`config.mk`:
```
export PLATFORM = sky130hd
export DESIGN_NAME = count_sequencer
export DESIGN_NICKNAME = d
export VERILOG_FILES = /design/src/rtl/count_seq_pkg.sv /design/src/rtl/count_datapath.sv /design/src/rtl/count_sequencer.sv
export SDC_FILE = /design/constraint.sdc
export NUM_CORES = 1
export LEC_CHECK = 0
export CORE_UTILIZATION = 40
export DETAILED_ROUTE_END_ITERATION = 7
export PLACE_DENSITY_LB_ADDON = 0.3
export SYNTH_ARGS = -nofsm -noshare
export SYNTH_HDL_FRONTEND = slang
export SYNTH_SLANG_ARGS = --single-unit
```
`constraint.sdc`:
```
create_clock -name clk_i -period 1.94 [get_ports clk_i]
set_input_delay 0.582 -clock clk_i [delete_from_list [all_inputs] [get_ports clk_i]]
set_output_delay 0.582 -clock clk_i [all_outputs]
set_load 0.01 [all_outputs]
```
`src/rtl/count_seq_pkg.sv`:
```
// Shared state encoding and default sizing for the count sequencer and its datapath.
package count_seq_pkg;

    typedef enum logic [1:0] {
        IDLE = 2'd0,
        ARM  = 2'd1,
        RUN  = 2'd2
    } state_e;

    localparam int DEF_WIDTH      = 8;
    localparam int DEF_PRESCALE_W = 4;
    localparam int COUNT_INCR     = 1;

endpackage

```
`src/rtl/count_datapath.sv`:
```
// Counter datapath: ripple-carry adder (count + increment) feeding a register with
// synchronous clear and enable. The adder carry-out is never formed.
module count_datapath
    import count_seq_pkg::*;
#(
    parameter int WIDTH = DEF_WIDTH
) (
    input  logic             clk_i,
    input  logic             rst_i,
    input  logic             clear_i,
    input  logic             enable_i,
    output logic [WIDTH-1:0] count_o
);

    logic [WIDTH-1:0] count_q;
    logic [WIDTH-1:0] count_d;
    logic [WIDTH-1:0] addend;
    logic [WIDTH-1:0] sum;
    logic [WIDTH-1:0] carry;

    assign addend   = WIDTH'(COUNT_INCR);
    assign carry[0] = 1'b0;

    for (genvar i = 0; i < WIDTH; i++) begin : g_sum
        assign sum[i] = count_q[i] ^ addend[i] ^ carry[i];
    end

    // The carry out of the top bit is deliberately not built; the sequencer reloads before overflow.
    for (genvar i = 0; i < WIDTH - 1; i++) begin : g_carry
        assign carry[i+1] = (count_q[i] & addend[i]) | (carry[i] & (count_q[i] ^ addend[i]));
    end

    always_comb begin
        count_d = count_q;
        if (clear_i) begin
            count_d = '0;
        end else if (enable_i) begin
            count_d = sum;
        end
    end

    always_ff @(posedge clk_i or posedge rst_i) begin
        if (rst_i) begin
            count_q <= '0;
        end else begin
            count_q <= count_d;
        end
    end

    assign count_o = count_q;

endmodule

```
`src/rtl/count_sequencer.sv`:
```
// Start/stop sequencer around count_datapath: prescaler, programmable terminal count,
// one-shot or auto-reload operation, and registered TICK/DONE pulses.
module count_sequencer
    import count_seq_pkg::*;
#(
    parameter int WIDTH      = DEF_WIDTH,
    parameter int PRESCALE_W = DEF_PRESCALE_W
) (
    input  logic                  clk_i,
    input  logic                  rst_i,
    input  logic                  start_i,
    input  logic                  stop_i,
    input  logic                  periodic_i,
    input  logic [WIDTH-1:0]      period_i,
    input  logic [PRESCALE_W-1:0] prescale_i,
    output logic [WIDTH-1:0]      o_o,
    output logic                  busy_o,
    output logic                  tick_o,
    output logic                  done_o
);

    state_e                state_q, state_d;
    logic [PRESCALE_W-1:0] pre_q, pre_d;
    logic [PRESCALE_W-1:0] prescale_q, prescale_d;
    logic [WIDTH-1:0]      period_q, period_d;
    logic                  periodic_q, periodic_d;
    logic                  tick_q, tick_d;
    logic                  done_q, done_d;
    logic                  busy_q, busy_d;
    logic                  dp_clear;
    logic                  dp_enable;
    logic [WIDTH-1:0]      count;
    logic                  pre_wrap;
    logic                  terminal;

    count_datapath #(
        .WIDTH(WIDTH)
    ) u_datapath (
        .clk_i   (clk_i),
        .rst_i   (rst_i),
        .clear_i (dp_clear),
        .enable_i(dp_enable),
        .count_o (count)
    );

    assign pre_wrap = (pre_q == prescale_q);
    assign terminal = pre_wrap && (count == period_q);

    // STOP outranks the terminal event in RUN, so an abort never emits a TICK.
    always_comb begin
        state_d    = state_q;
        pre_d      = pre_q;
        prescale_d = prescale_q;
        period_d   = period_q;
        periodic_d = periodic_q;
        tick_d     = 1'b0;
        done_d     = 1'b0;
        dp_clear   = 1'b0;
        dp_enable  = 1'b0;
        unique case (state_q)
            IDLE: begin
                if (start_i && !stop_i) begin
                    state_d    = ARM;
                    period_d   = period_i;
                    prescale_d = prescale_i;
                    periodic_d = periodic_i;
                    pre_d      = '0;
                    dp_clear   = 1'b1;
                end
            end
            ARM: begin
                if (stop_i) begin
                    state_d = IDLE;
                    done_d  = 1'b1;
                end else begin
                    state_d = RUN;
                end
            end
            RUN: begin
                if (stop_i) begin
                    state_d = IDLE;
                    done_d  = 1'b1;
                end else if (terminal) begin
                    tick_d   = 1'b1;
                    pre_d    = '0;
                    dp_clear = 1'b1;
                    if (!periodic_q) begin
                        state_d = IDLE;
                        done_d  = 1'b1;
                    end
                end else if (pre_wrap) begin
                    pre_d     = '0;
                    dp_enable = 1'b1;
                end else begin
                    pre_d = pre_q + PRESCALE_W'(1);
                end
            end
            default: begin
                state_d = IDLE;
            end
        endcase
        busy_d = (state_d != IDLE);
    end

    always_ff @(posedge clk_i or posedge rst_i) begin
        if (rst_i) begin
            state_q    <= IDLE;
            pre_q      <= '0;
            prescale_q <= '0;
            period_q   <= '0;
            periodic_q <= 1'b0;
            tick_q     <= 1'b0;
            done_q     <= 1'b0;
            busy_q     <= 1'b0;
        end else begin
            state_q    <= state_d;
            pre_q      <= pre_d;
            prescale_q <= prescale_d;
            period_q   <= period_d;
            periodic_q <= periodic_d;
            tick_q     <= tick_d;
            done_q     <= done_d;
            busy_q     <= busy_d;
        end
    end

    assign o_o    = count;
    assign busy_o = busy_q;
    assign tick_o = tick_q;
    assign done_o = done_q;

endmodule

```
==> metrics.md <==
| Metric | Value |
|---|---|
| Gr ovfl total | 0 |
| Synth Area in Adders | 0.08521 |
| Diode count | 0 |
| # fillers | 309 |
| Area of the die | 4296 sq um |
| Starting Density | 0.4283 |
| Syn avg cell area | 11.30 sq um |
| H-tree depth | 2 |
| Setup CP Type | flop to primary output |
| Number of setup violations in the final report | 0 |
| Row Count | 22 |
| Critical-path maximum fanout | 5 |
| Slowest library cell on the worst path | clkdlybuf4s50_1 |
| I/O pin count | 28 |
| Hold_ws | 0.5270 ns |
| Setup TNS | 0 ns |
| Family with the most delay on the worst path | buffers and inverters |
| Worst VDD drop | 0.5577 mV |
| Synth top area share | 0.4648 |
| Port buffer count | 27 |
| Fin crit period | 1.883 ns |
| Worst setup EP type | primary output |
| Largest net degree at the start of global routing | 31 |
| Cell chain of the critical path | clkdlybuf4s50_1 |
| Hold Path Class | flop to flop |
| Root Driver | clkbuf_8 |
| CORE AREA | 3771 sq um |
| Maxcap violations | 0 |
| Final Max Tran Viols | 0 |
| Pwr Density | 1127 nW/um^2 |
| Max stage delay on crit path | 0.57 ns |
| Post-DRT Antenna Nets | 0 |
| Drc violations | 0 |
| Final hold violations | 0 |
| Die Height | 65.55 um |
| EDFF count, synth | 0 |
| RSZ-0062 raised after global routing | yes |
| Gr usage total | 0.1783 |
| Top cells by area, synth | dfrtp_1 46%, mux2_2 9.1%, ha_1 8.5%, xnor2_1 6.5%, nand2_1 4.0% |
| Xor and xnor area share after synthesis | 0.06507 |
| Syn nets | 171 |
| WP data required | 1.36 ns |
| CTS tree | done |
| Pwr Total | 2456 uW |
| Number of global-route vias before repair | 1294 |
| Worst Skew | 0.007829 ns |
| Drt pass-1 iters | 4 |
| Worst setup SP type | flop |
| Area leader, netlist | dfrtp_1 |
| Initial drt markers | 47 |
| Asr flop ratio synth | 1.000 |
| Data arrival, critical path | 1.30 ns |
| Register bit total from synthesis | 30 |
| Distinct cells, synth | 39 |
| Final wirelength | 3283 um |
| CTS hold repair buffers | 0 |
| Yosys warns | 0 |
| Largest family of logic cells by synthesized area | simple AND/OR/NAND/NOR gates |
| Least-Margin Pin Slew | 0.3880 ns |
| Fmax | 531.1 MHz |
| Area grow syn2layout | 34.93% |
| DR WL/cell | 13.74 um |
| Vias per cell | 5.255 |
| Final RePlAce weighted congestion | 0.7356 |
| Post-synthesis mux area share | 0.09063 |
| # clock sinks | 30 |
| Crit path buf inv count | 1 |
| Mapped Area | 1615 sq um |
| Rel. slew slack | 0.7413 |
| Chip width | 65.55 um |
| Mapped Cells | 143 |
| Clock Latency Late Sink | 0.28 ns |
| Clock tree buffer depth | 2 |
| Final net count | 218 |
| Crit share post-route | 0.9706 |
| Post-DP HPWL | 2440 um |
| Post-synthesis compound-gate area fraction | 0.1247 |
| Register area share after synthesis | 0.4648 |
| TritonCTS Buffers | 5 |
| Setup bufs post-CTS | 0 |
| Simple-gate portion of the synthesized area | 0.1456 |
| Initial antenna violation count | 0 |
| Synth Flop Type | dfrtp_1 |
| First-pass GRT wire length | 5720 um |
| Status | complete, no violations |
| Vias | 1256 |
| Layout cells sized above 1 | 0.2565 |
| Leak | 0.0009641 uW |
| Reg clk slew, reported paths | 0.07 ns |
sequential cells by signal, indices dropped and copies added, names as in the netlist:
register,cells
pre_q,4
period_q,8
state_q,2
busy_o,1
tick_o,1
done_o,1
prescale_q,4
periodic_q,1
u_datapath.count_o,8
report_power, final:
part           total, uW  switching (uW)  leakage (uW)  internal [uW]
Sequential           995             166      0.000385            830
Clock                523             239     0.0000472            285
Combinational        938             427      0.000532            510
synthesized netlist by cell type (3+ instances only):
| cell type | count |
|---|---|
| nand2_1 | 17 |
| mux2_2 | 13 |
| inv_1 | 5 |
| buf_2 | 3 |
| a21oi_1 | 4 |
| xnor2_1 | 12 |
| dfrtp_1 | 30 |
| nand4_1 | 3 |
| nand2b_1 | 5 |
| ha_1 | 11 |
| o22ai_1 | 9 |
worst reg2reg max path: stages, from the launching register on:
cell and delay, ns:
dfrtp_1 0.38, ha_2 0.18, ha_1 0.17, ha_1 0.17, ha_1 0.18, ha_2 0.17, ha_2 0.18, a41o_1 0.22
nor3_2 0.12
worst paths after layout:
| kind | startpoint | to | slack, ns | cells after the start |
|---|---|---|---|---|
| min in group asynchronous | rst_i | u_datapath.count_o[7] | 0.68 | 3 |
| worst max register to register | u_datapath.count_o[0] | u_datapath.count_o[7] | 0.08 | 8 |
| max in group asynchronous | rst_i | state_q[0] | 0.98 | 3 |
| worst min register to register | pre_q[3] | pre_q[3] | 0.53 | 1 |
| worst max-delay path | u_datapath.count_o[7] | o_o[7] | 0.06 | 1 |
| worst min-delay path | pre_q[3] | pre_q[3] | 0.53 | 1 |
per-stage QoR:
step	cell area, sq um	utilization	setup slack (ns)	std cells
floorplan	1615	-	0.02559	143
global placement	2066	0.5478	-0.07431	231
detailed placement	2066	0.5478	-0.1209	231
CTS	2166	0.5743	0.01122	239
global route	2180	0.5780	-0.02451	239
finish	2180	0.5780	0.05705	239
layout by cell type (no fill, tap or decap), drive strengths merged, types with 2 or more instances in the layout:
cell,instances
nand2,17
buf,17
inv,5
xnor2,12
clkbuf,6
a31oi,2
clkdlybuf4s50,26
mux2,13
nor4,2
nand2b,5
o22ai,9
dfrtp,30
nand4,4
a21oi,4
o21ai,2
ha,11
nor2,2
timing repair:
item	4_1_cts	5_1_grt
gates resized for setup	2	5
gates cloned	0	0
endpoints found under the setup margin	1	2
pin swaps	0	1
cell type report:
cell class / count / area, sq um / share of cell area
timing repair buffer: 44 / 412.9 / 0.1894
clock buffer: 6 / 82.58 / 0.03789
tap: 48 / 60.06 / 0.02755
inverter: 5 / 18.77 / 0.008611
clock inverter: 2 / 12.51 / 0.005741
multi-input combinational: 104 / 842.1 / 0.3863
sequential: 30 / 750.7 / 0.3444
routing by layer:
metal / vias up / wire [um] / part of all wire / GRT usage
met2: 22 / 1597 / 0.49 / 0.2912
met1: 618 / 1519 / 0.46 / 0.2219
li1: 611 / - / - / -
met3: 5 / 116 / 0.035 / 0.05208
met4: 0 / 50 / 0.015 / 0.06522
met5: - / 0 / 0 / 0
cell families (layout without fill, tap and decap cells):
group,count (synthesis),after routing
mux,13,13
buf+inv,9,57
compound gates,29,29
flops,30,30
fa+ha+maj,11,11
xor+xnor,12,12
simple gates,39,39
No activity file was read; power rests on OpenSTA's default activity.
==> patch: new RTL, same settings <==
Set the package constant `DEF_WIDTH` to 10 (it was 8).
--- a/src/rtl/count_seq_pkg.sv
+++ b/src/rtl/count_seq_pkg.sv
@@ -7,7 +7,7 @@
         RUN  = 2'd2
     } state_e;
 
-    localparam int DEF_WIDTH      = 8;
+    localparam int DEF_WIDTH      = 10;
     localparam int DEF_PRESCALE_W = 4;
     localparam int COUNT_INCR     = 1;
 
Interface: changed (resized o_o and period_i); port bits go from 28 to 32. The function was not compared with the original's and may differ.
==> patch against the unedited design <==
The flow now finishes with violations (setup timing); sequential share of layout area down 0.36 points; synthesized area up 8.7%; utilization up 3.2 points; register-to-register slack worse by 0.22 ns; final area up 15%; sequential cell count up 4; global-route usage up 2.5 points; power down 1.3%; critical path depth up 10; clock skew down 0.0022 ns; worst setup slack worse by 0.20 ns; wire length up 19%; fmax down 9.7%; critical endpoint is now u_datapath.count_o[9]; largest cell class unchanged.
==> patch: results (changes against the unedited design) <==
Final WS setup -0.144 ns (was 0.0571 ns); worst clock skew 0.00568 ns (was 0.00783 ns); Hold Crit Start period_q[7] (was pre_q[3]); post-synthesis mux area share 0.0114 (was 0.0906); hold path depth 2 (was 1); Worst-Margin Slew 0.379 ns (was 0.388 ns); non-filler instance count after layout 293 (was 239); largest net degree at the start of global routing 35 (was 31); LEAKAGE 1.23 nW (was 0.964 nW); met1 usage 0.274 (was 0.222); Mean Syn Cell Area 9.29 um2 (was 11.3 um2); WHS 0.498 ns (was 0.527 ns); vias in the first global route 1351 (was 1294); syn nets 221 (was 171); failing checks setup timing; met3 GRT Util 0.0550 (was 0.0521); R2R depth 11 (was 8); synth unique cells 31 (was 39); final net count 274 (was 218); synth top area cells dfrtp_1, nand2_1, ha_1 (was dfrtp_1, mux2_2, ha_1); VDD IR max 0.436 mV (was 0.558 mV); CP Max Fanout 2 (was 5); Arr. time, crit path 2.27 ns (was 1.30 ns); Synth Area in Compound Gates 0.0777 (was 0.125); first-pass GRT wire length 6630 um (was 5720 um); xor and xnor area share after synthesis 0.0699 (was 0.0651); M2 GR Usage 0.308 (was 0.291); DR WL met3 124 um (was 116 um); met2 WL post-DR 1830 um (was 1600 um); total wire length 3890 um (was 3280 um); gp weighted congestion 0.828 (was 0.736); Worst setup EP type flip-flop (was output port); Hold Crit Endpoint period_q[7] (was pre_q[3]); Post-Place Setup Slack -0.150 ns (was -0.121 ns); number of port buffers 31 (was 27); status complete, but fails checks (was finished, final reports clean); layout cells sized above 1 0.193 (was 0.257); # placed instances 282 (was 231); count of final setup violators 4 (was 0); iteration-0 DRC count of the detailed router 79 (was 47); Placed Area 2370 um2 (was 2070 um2); gr usage total 0.203 (was 0.178)
## patch: where the power goes
part / total (mW) / internal, mW / switching, mW
combinational: 0.825 / 0.413 / 0.412
clock: 0.541 / 0.286 / 0.254
sequential: 1.06 / 0.909 / 0.150
total: 2.43 / 1.61 / 0.816
## patch: layout make-up
class	instances	area (um2)
Fill cell	363	1600
Clock buffer	7	86.3
Multi-Input combinational cell	144	976
Sequential cell	34	856
Timing Repair Buffer	52	507
Clock inverter	1	5.00
Inverter	5	18.8
Tap cell	50	62.6
## patch: worst max-delay path, cell delays in order (launching register included)
cell,delay [ns]
dfrtp_2,0.43
ha_4,0.17
ha_4,0.16
ha_4,0.16
ha_4,0.16
ha_4,0.16
ha_4,0.15
ha_4,0.15
ha_4,0.15
nand2_2,0.05
mux2i_1,0.06
nor3_1,0.18
## patch: what timing repair did
action	in CTS	in global routing
setup endpoints to repair	5	13
resized for setup	4	10
buffers inserted	0	3
pin swaps	0	6
hold buffers	0	0
